$ cat config.mk
export PLATFORM = sky130hd
export DESIGN_NAME = rr_arbiter_4
export DESIGN_NICKNAME = d
export VERILOG_FILES = /design/src/rtl/rr_arbiter_4.sv
export SDC_FILE = /design/constraint.sdc
export NUM_CORES = 1
export LEC_CHECK = 0
export BUFFER_PORTS_ARGS = -buffer_cell sky130_fd_sc_hd__buf_2
export CAP_MARGIN = 0
export CORE_MARGIN = 1
export CORE_UTILIZATION = 60
export CTS_CLUSTER_SIZE = 24
export DETAILED_ROUTE_END_ITERATION = 8
export PLACE_DENSITY = 0.82
export REMOVE_ABC_BUFFERS = 1
export SLEW_MARGIN = 40
export SYNTH_ARGS = -nofsm -noshare
export SYNTH_HDL_FRONTEND = slang
export SYNTH_SLANG_ARGS = --single-unit
$ cat constraint.sdc
create_clock -name clk -period 4.25 [get_ports clk]
set_clock_uncertainty 0.1 [all_clocks]
set_input_delay 0 -clock clk [delete_from_list [all_inputs] [get_ports clk]]
set_output_delay 0 -clock clk [all_outputs]
set_load 0.01 [all_outputs]
$ cat src/rtl/rr_arbiter_4.sv
// Four-requester round-robin arbiter with a per-grant hold limit.
// A requester whose grant is revoked by the limit stays masked until it drops its request.
module rr_arbiter_4 #(
  parameter int MAX_HOLD = 16,
  parameter int CNT_W    = 8
) (
  input  logic       clk,
  input  logic       rst_n,
  input  logic [3:0] req,
  output logic [3:0] gnt,
  output logic [1:0] gnt_id,
  output logic       gnt_valid,
  output logic       timeout
);

  typedef enum logic {IDLE, GRANT} state_t;

  state_t           state, state_nxt;
  logic [1:0]       ptr, ptr_nxt;
  logic [CNT_W-1:0] hold_cnt, hold_cnt_nxt;
  logic [3:0]       mask, mask_nxt;
  logic [3:0]       gnt_nxt;
  logic [1:0]       gnt_id_nxt;
  logic             gnt_valid_nxt;
  logic             timeout_nxt;

  logic [3:0]       elig;
  logic             win_found;
  logic [1:0]       winner;
  logic             owner_req;
  logic             hold_max;

  assign elig      = req & ~mask;
  assign owner_req = req[gnt_id];
  assign hold_max  = (hold_cnt == CNT_W'(MAX_HOLD));

  // First eligible requester at or after ptr, wrapping modulo 4.
  always_comb begin
    // NOTE: every combinationally assigned signal gets a default first so no latch is inferred.
    win_found = 1'b0;
    winner    = 2'd0;
    for (int k = 0; k < 4; k++) begin
      if (!win_found && elig[ptr + 2'(k)]) begin
        win_found = 1'b1;
        winner    = ptr + 2'(k);
      end
    end
  end

  // State register plus all registered outputs.
  always_ff @(posedge clk or negedge rst_n) begin
    if (!rst_n) begin
      // NOTE: sequential state uses non-blocking assignments so every flop samples pre-edge values.
      state     <= IDLE;
      ptr       <= 2'd0;
      hold_cnt  <= '0;
      mask      <= 4'b0000;
      gnt       <= 4'b0000;
      gnt_id    <= 2'd0;
      gnt_valid <= 1'b0;
      timeout   <= 1'b0;
    end else begin
      state     <= state_nxt;
      ptr       <= ptr_nxt;
      hold_cnt  <= hold_cnt_nxt;
      mask      <= mask_nxt;
      gnt       <= gnt_nxt;
      gnt_id    <= gnt_id_nxt;
      gnt_valid <= gnt_valid_nxt;
      timeout   <= timeout_nxt;
    end
  end

  // Next-state logic.
  always_comb begin
    state_nxt = state;
    case (state)
      IDLE:    if (win_found) state_nxt = GRANT;
      GRANT:   if (!owner_req || hold_max) state_nxt = IDLE;
      default: state_nxt = IDLE;
    endcase
  end

  // Next values of the outputs and datapath registers.
  always_comb begin
    ptr_nxt       = ptr;
    hold_cnt_nxt  = hold_cnt;
    gnt_nxt       = gnt;
    gnt_id_nxt    = gnt_id;
    gnt_valid_nxt = gnt_valid;
    timeout_nxt   = 1'b0;
    mask_nxt      = mask & req;
    case (state)
      IDLE: begin
        if (win_found) begin
          gnt_nxt       = 4'b0001 << winner;
          gnt_id_nxt    = winner;
          gnt_valid_nxt = 1'b1;
          hold_cnt_nxt  = CNT_W'(1);
        end else begin
          gnt_nxt       = 4'b0000;
          gnt_valid_nxt = 1'b0;
        end
      end
      GRANT: begin
        if (!owner_req || hold_max) begin
          gnt_nxt       = 4'b0000;
          gnt_valid_nxt = 1'b0;
          hold_cnt_nxt  = '0;
          ptr_nxt       = gnt_id + 2'd1;
          if (owner_req) begin
            // Forced revocation: the owner is locked out until it lets go.
            timeout_nxt      = 1'b1;
            mask_nxt[gnt_id] = 1'b1;
          end
        end else begin
          hold_cnt_nxt = hold_cnt + CNT_W'(1);
        end
      end
      default: ;
    endcase
  end

endmodule

== Word level (Yosys, flattened, before mapping) ==
Index checks and enable logic that the tools add are counted.

* Bits of input ports: 6
* Output and inout port bits: 8
* Bits in registers: 23

* Bitwise operators: 5
* $add $sub $neg: 5
* Equality and inequality tests: 3
* Shift-type cells: 1
* Reductions and logical operators: 11
* Muxes and demuxes: 37
* Magnitude comparators: 6

{| class="wikitable"
|+ Operators by type and width
! kind !! number
|-
| $mux W4 || 5
|-
| $mux W1 || 16
|-
| $mux W8 || 2
|-
| $pmux W8 S2 || 1
|-
| $lt A2 B3 Y1 const B || 5
|-
| $bmux W1 S2 || 5
|-
| $add A8 B1 Y8 const B || 1
|-
| $and A4 B4 Y4 || 2
|-
| $eq A8 B5 Y1 const B || 1
|-
| $mux W2 || 4
|-
| $pmux W4 S2 || 1
|-
| $add A2 B1 Y2 const B || 2
|-
| $add A2 B2 Y2 const B || 2
|-
| $logic_and A1 B1 Y1 || 4
|-
| $logic_not A1 Y1 || 4
|-
| $not A4 Y4 || 1
|-
| $or A4 B4 Y4 || 1
|-
| $pmux W1 S2 || 2
|-
| $reduce_and A2 Y1 || 2
|-
| $shl A1 B2 Y4 const A || 1
|-
| $demux W1 S2 || 1
|-
| $ge A2 B1 Y1 const B || 1
|-
| $ne A2 B1 Y1 const B || 1
|-
| $ne A2 B2 Y1 const B || 1
|-
| 2 further kinds || 2
|}

== Depth between registers and ports, before layout ==
Gate-level depths: netlist of the first run.

* Depth in word-level cells: 17
* Depth in mapped cells: 8

== Worst setup path after synthesis of the first run ==
OpenSTA, ideal clock, no wires.

* Path type: register -> register
* Start point: reg gnt_id[0]
* End point: reg ptr[1]
* Stages on the path, launching flop included: 4
* Period minus slack after synthesis: 1.828 ns
* Path buffers: 0
* Setup slack: 2.422 ns
* Setup time: 0.128 ns
* Arrival time: 1.601 ns
* Data required time: 4.022 ns
* Path through: dfrtp_1 > mux4_2 > a21oi_2 > mux2_1

* Longest elaborated chain between the ends: 5
* Elaborated cells between the ends (all ways): 6
* Classes of those cells: add/sub: 1; mux: 2; reduce/logical: 3

{| class="wikitable"
|+ RTL lines
! item !! RTL line !! RTL
|-
| start, declared || 11 || <nowiki>output logic [1:0] gnt_id,</nowiki>
|-
| start signal, assigned || 68 || <nowiki>gnt_id <= gnt_id_nxt;</nowiki>
|-
| $bmux W1 S2 || 34 || <nowiki>assign owner_req = req[gnt_id];</nowiki>
|-
| $mux W1 (implied by the code) || 34 ||
|-
| $logic_not A1 Y1 || 106 || <nowiki>if (!owner_req || hold_max) begin</nowiki>
|-
| $logic_or A1 B1 Y1 || 106 ||
|-
| $reduce_and A2 Y1 (no source line) || -- ||
|-
| end signal, assigned || 64 || <nowiki>ptr <= ptr_nxt;</nowiki>
|-
| end, declared || 19 || <nowiki>logic [1:0] ptr, ptr_nxt;</nowiki>
|}

Several ways; a longest one is shown, not always the timed one. The select of a mux whose other input is x is not followed.
A chain may end at the register's enable or synchronous reset.

== Worst setup path after layout of the first run ==
Ends and elaborated chain as after synthesis.

==> results.md, run 1 <==
- Status: complete, no violations
- Nets@finish: approximately 150
- CTS tree: yes
- H-tree levels: 1
- Synth top area share: 48.2%
- Post-CTS Setup Bufs: 0
- Cells after Synth: approximately 120
- Core ar.: roughly 1800 sq um
- Area growth syn-to-layout: 14.2%
- Initial antenna violation count: 0
- IR drop worst, VDD: around 460 uV
- MaxCap Viol Count: 0
- Worst Hold Class: in -> async
- Placer Congestion: 0.824
- Register bit total from synthesis: 23
- Vias: between 900 and 1000
- Buffers on Ports: 13
- Full die area: 2170 sq um
- Final TNS setup: 0 ps
- Post-synth EDFFs: 0
- CTS resizes: 0
- CTS root buf: clkbuf_4
- Post-Syn Area: between 1000 and 1500 sq um
- Top_reg_cell synth: dfrtp_1
- CTS buffer count: 3
- Setup repair after global routing missed its margin: no
- Async S/R FF share, synth: 100%
- DR WL/cell: 14.8 microns
- Worst Tran Pin Value: about 500 ps
- GR Util All Layers: roughly a quarter
- Pin count of the biggest net entering global routing: 24
- Number of antenna diodes: 0
- CP Launch Type: flip-flop
- Arrival time worst endpoint: just over 2000 ps
- TritonRoute pass-1 iters: 4
- Synth cell count leaders: 23 x dfrtp_1, 13 x nand2_1, 10 x o21ai_0, 8 x nand3_1
- # rows: 15
- Maximum root-to-sink buffer count: 2
- Crit path cell chain: mux4_2, a21oi_2, mux2_1
- Crit Path Category: reg -> reg
- Worst path max stage delay: 620 ps
- Post-layout min period: between 1500 and 2000 ps
- Most frequent cell after synthesis: dfrtp_1
- Clock transition at the registers of the reported paths: between 100 and 150 ps
- P_leak: 0.674 nW
- Yosys top cell by area: dfrtp_1
- Pwr/cell area: 545 nW/um^2
- Setup crit end kind: flip-flop
- Total power: between 0.0007 and 0.0008 W
- DRC viols: 0
- Dpl hpwl: between 1500 and 2000 microns
- Starting density of the core: 66.3%
- Clk sinks: 23
- Clk_lat worst skew: 310 ps
- Max Slew Vio Count: 0
- Rel. slew slack: between 60% and 70%
- Die Ht: roughly 47 microns
- Vias per cell: roughly 5.9
- Cts hold-fix bufs: 5
- 1st-iter DRT viols: 20
- Crit share post-route: 45.4%
- # fillers: ~140
- Seq/Total Area, Yosys: 48.2%
- Num ports: 14
- Final Hold Vio Count: 0
- Post-synth cell types: 32
- Worst Path Max Fanout: 7
- Remaining global-route overflow: 0
- Post-route core utilization: 75.6%
- Top cells by area, synth: dfrtp_1 48%, ha_1 6.3%, a22o_1 5.1%
- Final setup fails: 0
- DRT antenna net count: 0
- Die X: between 40 and 50 microns
- Avg Inst Size Synth: ~10 sq um
- FMAX: about 520 MHz
- CP required: 4350 ps
- Global-route wire length before repair: slightly below 4000 microns
- Fraction of layout cells with a size suffix above 1: 16.5%
- YS warnings: 0
- Vias in the first global route: 872
- CP max-delay cell: mux4_2
- Wirelength, routed: around 2400 microns
per-stage QoR:
stage	cell area (sq um)	worst slack, ps	hold slack, ps	instances
after floorplan	1190	2420	-396	117
after global placement	1280	2450	-109	155
after detailed placement	1280	2380	-105	155
after CTS	1360	2330	78.9	164
after global routing	1360	2230	123	164
final	1360	2320	69.0	164
path summary, 6_finish.rpt:
| kind | startpoint | endpoint | slack [ps] | cells after the start |
|---|---|---|---|---|
| worst max-delay path | gnt_id[0]$_DFFE_PN0P_ | ptr[1]$_DFFE_PN0P_ | 2320 | 3 |
| worst min-delay path | rst_n | state$_DFF_PN0_ | 70 | 2 |
| max in group asynchronous | rst_n | gnt[3]$_DFFE_PN0P_ | 3650 | 2 |
| min in group clk | gnt[2]$_DFFE_PN0P_ | gnt[2]$_DFFE_PN0P_ | 400 | 2 |
| worst min register to register | gnt[2]$_DFFE_PN0P_ | gnt[2]$_DFFE_PN0P_ | 400 | 2 |
| worst max register to register | gnt_id[0]$_DFFE_PN0P_ | ptr[1]$_DFFE_PN0P_ | 2320 | 3 |
final cells by class:
type / count / area [sq um] / share of cell area [%]
inverter: 6 / 22.5 / 1.65
multi-input combinational: 88 / 591 / 43.3
sequential: 23 / 576 / 42.2
tap: 25 / 31.3 / 2.30
timing repair buffer: 18 / 115 / 8.45
clock buffer: 3 / 22.5 / 1.65
clock inverter: 1 / 5.00 / 0.367
placed cells by master, fill, tap and decap left out, types with 3 or more instances in the layout:
master / n
dfrtp_1: 23
nand2_1: 13
buf_2: 13
o21ai_0: 10
nand3_1: 8
nor2_1: 7
a22o_1: 7
inv_1: 6
ha_1: 6
and3_1: 5
dlygate4sd3_1: 5
nand2b_1: 4
nor3_1: 3
clkbuf_4: 3
worst max-delay path, delay by kind of cell, from the launching register on:
family / cells / cell delay (ps)
AOI/OAI and AO/OA: 1 / 250
DFF: 1 / 510
muxes: 2 / 960
cells by family after synthesis:
| group | share of synthesized area [%] |
|---|---|
| buffers and inverters | 2.31 |
| adders and majority gates | 6.29 |
| xor gates and xnor gates | 1.47 |
| muxes | 2.83 |
| DFF | 48.2 |
| and+or+nand+nor | 21.5 |
| AOI/OAI and AO/OA | 17.4 |
layer usage:
| layer | GRT usage [%] | part of all wire, % |
|---|---|---|
| met1 | 39.1 | 48 |
| met2 | 37.2 | 45 |
| met3 | 2.75 | 5.0 |
| met4 | 10.6 | 1.9 |
| met5 | 0 | 0 |
sequential cells by signal, summed over array words and instances (netlist names):
name,count
hold_cnt,8
gnt,4
mask,4
gnt_id,2
ptr,2
gnt_valid,1
state,1
timeout,1
power breakdown:
group          switching, W  internal [W]
logic              0.000174      0.000127
registers         0.0000667      0.000274
clock network     0.0000648     0.0000351
total              0.000306      0.000436
(Power assumes the default switching activity.)
==> run 2: changes to the inputs <==
--- a/config.mk
+++ b/config.mk
@@ -5,13 +5,14 @@
 export SDC_FILE = /design/constraint.sdc
 export NUM_CORES = 1
 export LEC_CHECK = 0
+export ABC_AREA = 1
 export BUFFER_PORTS_ARGS = -buffer_cell sky130_fd_sc_hd__buf_2
 export CAP_MARGIN = 0
 export CORE_MARGIN = 1
-export CORE_UTILIZATION = 60
+export CORE_UTILIZATION = 52
 export CTS_CLUSTER_SIZE = 24
 export DETAILED_ROUTE_END_ITERATION = 8
-export PLACE_DENSITY = 0.82
+export PLACE_DENSITY = 0.74
 export REMOVE_ABC_BUFFERS = 1
 export SLEW_MARGIN = 40
 export SYNTH_ARGS = -nofsm -noshare
==> constraint.sdc (replaced) <==
create_clock -name clk -period 1.7 [get_ports clk]
set_clock_uncertainty 0.1 [all_clocks]
set_input_delay 0 -clock clk [delete_from_list [all_inputs] [get_ports clk]]
set_output_delay 0 -clock clk [all_outputs]
set_load 0.01 [all_outputs]
==> run 2 against run 1 <==
Area after synthesis increased by 22%. First-iteration DRC count increased by 60%. Cell count increased by 46%. Combinational power increased to 6.2 times the previous value. Maximum frequency increased by 17%. Synthesized cell count increased by 51%. Sequential power increased by 140%. Sequential share of layout area decreased by 9.5 points. Via count increased by 36%. Routed wire length increased by 36%. Global-route usage decreased by 2.3 points. Critical endpoint is now gnt[1]$_DFFE_PN0P_.
==> results.md, run 2 <==
- Fraction of layout cells with a size suffix above 1: 31.4% (+15 points)
- Fin cells: 240 (+46%)
- Largest register FFs: 8 (unchanged)
- # rows: 18 (+3)
- FF-to-FF setup slack: 40 ps (-2270 ps)
- Dpl hpwl: 2300 microns (+35%)
- CTS buffer count: 3 (unchanged)
- Die Ht: 54.9 microns (+18%)
- Biggest register: hold_cnt
- FMAX: 604 MHz (+17%)
- P_leak: 0.854 nW (+27%)
- Rel. slew slack: 65.7% (-0.98 points)
- Avg Inst Size Synth: 8.17 sq um (-19%)
- Arrival time worst endpoint: 1770 ps (-260 ps)
- Post-synth EDFFs: 0 (unchanged)
- Global-route wire length before repair: 5070 microns (+31%)
- Status: complete, no violations
- YS warnings: 0 (unchanged)
- Min Hold Slack: 108 ps (+38.7 ps)
- TritonRoute pass-1 iters: 4 (unchanged)
- Top cells by area, synth: dfrtp_1 40%, nand2_1 12%, nand3_1 6.2%
- Vias per cell: 5.48 (-6.8%)
- Most frequent cells in the layout: 43 x nand2_1, 21 x dfrtp_1, 17 x inv_1
- Total power: 0.00295 W (+300%)
- IR drop worst, VDD: 1040 uV (+120%)
- Placer Congestion: 0.834 (+1.2%)
- Max Slew Vio Count: 0 (unchanged)
- Die X: 54.9 microns (+18%)
- Worst Hold Class: in -> async
- DRC viols: 0 (unchanged)
- Buffers on Ports: 13 (unchanged)
- Most common cell after layout, fill and taps aside: nand2_1
- Synth cell count leaders: 46 x nand2_1, 23 x dfrtp_1, 18 x nand3_1, 17 x inv_1
- Maximum root-to-sink buffer count: 2 (unchanged)
- Most frequent cell after synthesis: nand2_1
- Gr busiest metal: met2
- Register bit total from synthesis: 23 (unchanged)
- CP required: 1810 ps (-2540 ps)
- Async S/R FF share, synth: 100% (unchanged)
- GR Util met3: 5.19% (+2.4 points)
- Met2 usage: 38.2% (+0.93 points)
- Nets@finish: 223 (+47%)
- DR WL/cell: 13.7 microns (-7.0%)
- RR Endpoint: gnt[1]$_DFFE_PN0P_
- Initial antenna violation count: 0 (unchanged)
- Final TNS setup: 0 ps (unchanged)
- Wirelength, routed: 3300 microns (+36%)
- Pin count of the biggest net entering global routing: 24 (unchanged)
- DRT antenna net count: 0 (unchanged)
- Clk sinks: 23 (unchanged)
- Setup crit end kind: flip-flop
- Seq/Total Area, Yosys: 39.6% (-8.7 points)
- Placed cell count: 222 (+43%)
- Crit Path Category: reg -> reg
- Full die area: 3010 sq um (+39%)
- CTS root buf: clkbuf_4
- R2R depth: 10 (+7)
- Synth top area share: 39.6% (-8.7 points)
- Clk_lat worst skew: 300 ps (about the same)
- # fillers: 212 (+50%)
- Starting density of the core: 56.7% (-9.6 points)
- Worst Path Max Fanout: 9 (+2)
- Setup repair after global routing missed its margin: yes
- Cells after Synth: 178 (+51%)
- CTS tree: yes
- Core ar.: 2570 sq um (+42%)
- Clock transition at the registers of the reported paths: 120 ps (about the same)
- CP Launch Point: ptr[1]$_DFFE_PN0P_
- Remaining global-route overflow: 0 (unchanged)
- Vias: 1314 (+36%)
- Worst R2R Start: ptr[1]$_DFFE_PN0P_
- Top_reg_cell synth: dfrtp_1
- Number of antenna diodes: 0 (unchanged)
- Routing usage on met1: 32.6% (-6.5 points)
- Post-synth cell types: 27 (-16%)
- 1st-iter DRT viols: 32 (+60%)
- Num ports: 14 (unchanged)
- Post-Syn Area: 1460 sq um (+22%)
- CP Launch Type: flip-flop
- Top flop regs: hold_cnt x8, gnt x4, mask x4
- GR Util All Layers: 23.6% (-2.3 points)
- MaxCap Viol Count: 0 (unchanged)
- Pwr/cell area: 1680 nW/um^2 (+210%)
- Yosys top cell by area: dfrtp_1
- Vias in the first global route: 1159 (+33%)
- Final setup fails: 0 (unchanged)
- Crit share post-route: 97.4% (+52 points)
- H-tree levels: 1 (unchanged)
- Area growth syn-to-layout: 21.2%
- Post-layout min period: 1660 ps (-275 ps)
- Final Hold Vio Count: 0 (unchanged)
- Worst Tran Pin Value: 515 ps (+14.7 ps)
## run 2: worst max-delay path by stage
| stage | end |
|---|---|
| after global routing | gnt[3]$_DFFE_PN0P_ |
| final | gnt[1]$_DFFE_PN0P_ |
| after CTS | gnt[1]$_DFFE_PN0P_ |
| after detailed placement | gnt[1]$_DFFE_PN0P_ |
| after floorplan | gnt[0]$_DFFE_PN0P_ |
| after global placement | gnt[3]$_DFFE_PN0P_ |
## run 2: power breakdown
part / switching, W / internal, W / leakage [nW]
Sequential: 0.000151 / 0.000682 / 0.300
Clock: 0.000157 / 0.0000915 / 0.0150
Combinational: 0.00114 / 0.000729 / 0.539
Total: 0.00145 / 0.00150 / 0.854
## run 2: logic make-up (layout without fill, tap and decap cells)
| kind of cell | count (synthesis) | count (layout) | share of synthesized area, % |
|---|---|---|---|
| XOR/XNOR | 3 | 3 | 1.81 |
| buffers and inverters | 23 | 55 | 6.79 |
| flip-flops | 23 | 23 | 39.6 |
| AO/OA/AOI/OAI | 24 | 24 | 11.7 |
| AND/OR/NAND/NOR | 99 | 99 | 35.0 |
| adder cells (fa/ha/maj) | 6 | 6 | 5.16 |
## run 2: stage by stage
stage / util (%) / worst slack (ps) / area [sq um]
after floorplan: - / 189 / 1440
after global placement: 60.8 / 62.0 / 1560
after detailed placement: 60.8 / -9.08 / 1560
after CTS: 63.8 / 26.4 / 1640
after global routing: 68.7 / -37.6 / 1760
final: 68.7 / 44.0 / 1760
## run 2: per-layer routing
| layer | wire length, microns | vias up |
|---|---|---|
| met2 | 1490 | 35 |
| met4 | 48 | 0 |
| met1 | 1620 | 624 |
| met3 | 138 | 6 |
| met5 | 0 | - |
| li1 | - | 649 |
## run 2: cell type report
class,instances,area (sq um),share of cell area [%]
multi-input combinational,132,813,46.1
sequential,23,578,32.8
timing repair buffer,29,218,12.3
inverter,22,90.1,5.11
tap,30,37.5,2.13
clock buffer,4,26.3,1.49
## run 2: what timing repair did
| item | 4_1_cts | 5_1_grt |
|---|---|---|
| setup endpoints to repair | 2 | 19 |
| hold buffers | 5 | 0 |
| pin swaps | 0 | 6 |
| setup buffers | 0 | 9 |
| hold endpoints to repair | 27 | 0 |
| gates resized for setup | 1 | 15 |
## run 2: critical path: stages, from the launching register on
cell and delay (ps):
dfrtp_2 480, inv_4 120, nand2_2 70, nand2_2 100, nand3_2 90, nand2_4 120
nand4_1 150, nand2_2 170, nor2_2 50, nand2_1 60, nand2_1 40
==> run 3: changes to the inputs <==
--- a/config.mk
+++ b/config.mk
@@ -14,7 +14,7 @@
 export DETAILED_ROUTE_END_ITERATION = 8
 export PLACE_DENSITY = 0.74
 export REMOVE_ABC_BUFFERS = 1
-export SLEW_MARGIN = 40
 export SYNTH_ARGS = -nofsm -noshare
 export SYNTH_HDL_FRONTEND = slang
 export SYNTH_SLANG_ARGS = --single-unit
+export TNS_END_PERCENT = 20
==> constraint.sdc (replaced) <==
create_clock -name clk -period 1.5 [get_ports clk]
set_clock_uncertainty 0.1 [all_clocks]
set_input_delay 0 -clock clk [delete_from_list [all_inputs] [get_ports clk]]
set_output_delay 0 -clock clk [all_outputs]
set_load 0.01 [all_outputs]
==> run 3 against run 2 <==
The flow now finishes with violations (negative setup slack). Clock-buffer cell count decreased by 1. Maximum frequency is 0.18% higher. First-iteration DRC count up 16%. Worst setup slack got worse by 200 ps. Via count up 5.8%. Design area rose by 3.2%. Flip-flop and latch count unchanged. Critical endpoint is now hold_cnt[7]$_DFFE_PN0P_. Largest cell class unchanged.
==> results.md, run 3 (synthesized netlist as in run 2, its figures left out) <==
- Status: finished with violations
- Failing checks: negative setup slack
- Crit path buf inv count: 1 (unchanged)
- Setup ws final: -153 ps (-197 ps)
- Clk_lat worst skew: 330 ps (+30 ps)
- Starting density of the core: 56.7% (unchanged)
- H-tree levels: 1 (unchanged)
- Vias per cell: 5.52 (+0.75%)
- Area growth syn-to-layout: 25.0%
- Number of antenna diodes: 0 (unchanged)
- # fillers: 215 (+1.4%)
- Min Hold Slack: 82.6 ps (-25.1 ps)
- Core ar.: 2570 sq um (unchanged)
- Post-layout min period: 1650 ps (-2.93 ps)
- Maximum root-to-sink buffer count: 2 (unchanged)
- Multi-input gate area: 802 sq um (-1.4%)
- Final setup fails: 20 (+20)
- Full die area: 3010 sq um (unchanged)
- Max Slew Vio Count: 0 (unchanged)
- Placer Congestion: 0.822 (-1.4%)
- CP required: 1640 ps (-170 ps)
- Pwr/cell area: 1870 nW/um^2 (+12%)
- 1st-iter DRT viols: 37 (+16%)
- TritonRoute pass-1 iters: 4 (unchanged)
- GR Util All Layers: 26.1% (+2.5 points)
- Crit path cell chain: clkinv_4, nand3_4, nand3_1, nand2_2, nand4_1, nor2_1, nand2_1, o31ai_1
- Die X: 54.9 microns (unchanged)
- DR WL/cell: 14.1 microns (+2.5%)
- Top flop regs: hold_cnt x8, gnt x4, mask x4
- R2R depth: 8 (-2)
- FMAX: 605 MHz (+0.18%)
- Pin count of the biggest net entering global routing: 24 (unchanged)
- Total power: 0.00340 W (+15%)
- Crit share post-route: 110% (+13 points)
- Crit Path Category: reg -> reg
- Final TNS setup: -1800 ps (-1800 ps)
- IR drop worst, VDD: 1330 uV (+28%)
- Placed cell count: 239 (+7.7%)
- CP Launch Point: ptr[0]$_DFFE_PN0P_
- Dpl hpwl: 2540 microns (+11%)
- Arrival time worst endpoint: 1790 ps (+20 ps)
- Setup repair after global routing missed its margin: yes
- Wirelength, routed: 3550 microns (+7.6%)
- Most common cell after layout, fill and taps aside: nand2_1
- Worst Tran Pin Value: 539 ps (+23.7 ps)
- Worst R2R Start: ptr[0]$_DFFE_PN0P_
- Worst path max stage delay: 500 ps (+20 ps)
- Cell class contributing the biggest share of worst-path delay: simple AND/OR/NAND/NOR gates
- Worst Path Max Fanout: 8 (-1)
- Rel. slew slack: 64.1% (-1.6 points)
- Fin cells: 252 (+5.0%)
- Clk sinks: 23 (unchanged)
- Final Cell Area: 1820 sq um (+3.2%)
- Setup crit end kind: flip-flop
- Num ports: 14 (unchanged)
- Fraction of layout cells with a size suffix above 1: 34.7% (+3.3 points)
- DRC viols: 0 (unchanged)
- Biggest register: hold_cnt
- CP Launch Type: flip-flop
- Worst Hold Class: in -> async
- Die Ht: 54.9 microns (unchanged)
- Global-route wire length before repair: 5580 microns (+9.9%)
- FF-to-FF setup slack: -150 ps (-200 ps)
- CTS tree: yes
- # rows: 18 (unchanged)
- CTS root buf: clkbuf_4
- Nets@finish: 235 (+5.4%)
- MaxCap Viol Count: 0 (unchanged)
- P_leak: 0.907 nW (+6.2%)
- Final Hold Vio Count: 0 (unchanged)
- Vias in the first global route: 1288 (+11%)
- Most frequent cells in the layout: 44 x nand2_1, 23 x buf_4, 22 x dfrtp_1
- Buffers on Ports: 13 (unchanged)
- Initial antenna violation count: 0 (unchanged)
- CP max-delay cell: dfrtp_2
- RR Endpoint: hold_cnt[7]$_DFFE_PN0P_
- DP Area: 1690 sq um (+8.2%)
- Register area: 577 sq um (-0.22%)
- CTS buffer count: 3 (unchanged)
- DRT antenna net count: 0 (unchanged)
- Vias: 1390 (+5.8%)
- Clock transition at the registers of the reported paths: 150 ps (+30 ps)
- Largest register FFs: 8 (unchanged)
- Remaining global-route overflow: 0 (unchanged)
-- run 3: what timing repair did --
item,CTS,global route
pin swaps,2,1
resized for setup,1,6
endpoints found under the setup margin,22,23
hold endpoints to repair,27,0
hold buffers,5,0
setup buffers,1,3
-- run 3: where the power goes --
| group | switching, W | leakage, nW | internal (W) |
|---|---|---|---|
| combinational | 0.00129 | 0.589 | 0.000866 |
| clock | 0.000216 | 0.0177 | 0.000100 |
| sequential | 0.000161 | 0.301 | 0.000771 |
-- run 3: worst max path at each step --
stage	endpoint	depth (start not counted)
after floorplan	gnt[0]$_DFFE_PN0P_	10
after global placement	gnt[2]$_DFFE_PN0P_	10
after detailed placement	gnt[2]$_DFFE_PN0P_	10
after CTS	gnt[3]$_DFFE_PN0P_	10
after global routing	hold_cnt[7]$_DFFE_PN0P_	8
final	hold_cnt[7]$_DFFE_PN0P_	8
-- run 3: metrics by stage --
step / worst slack, ps / utilization [%]
after floorplan: -11.1 / -
after global routing: -274 / 70.9
after detailed placement: -151 / 65.8
final: -153 / 70.9
after CTS: -130 / 69.2
after global placement: -110 / 65.8
-- run 3: cell type report --
class / count / area share (%)
sequential: 23 / 31.7
timing repair buffer: 41 / 15.8
clock buffer: 3 / 1.24
clock inverter: 1 / 0.275
inverter: 22 / 4.81
tap: 30 / 2.06
multi-input combinational: 132 / 44.1
-- run 3: metal layers --
metal  global-route usage [%]  part of all wire, %
met5                        0                    0
met4                     7.08                  1.7
met3                     3.55                  3.8
met2                     43.6                   47
met1                     35.2                   48
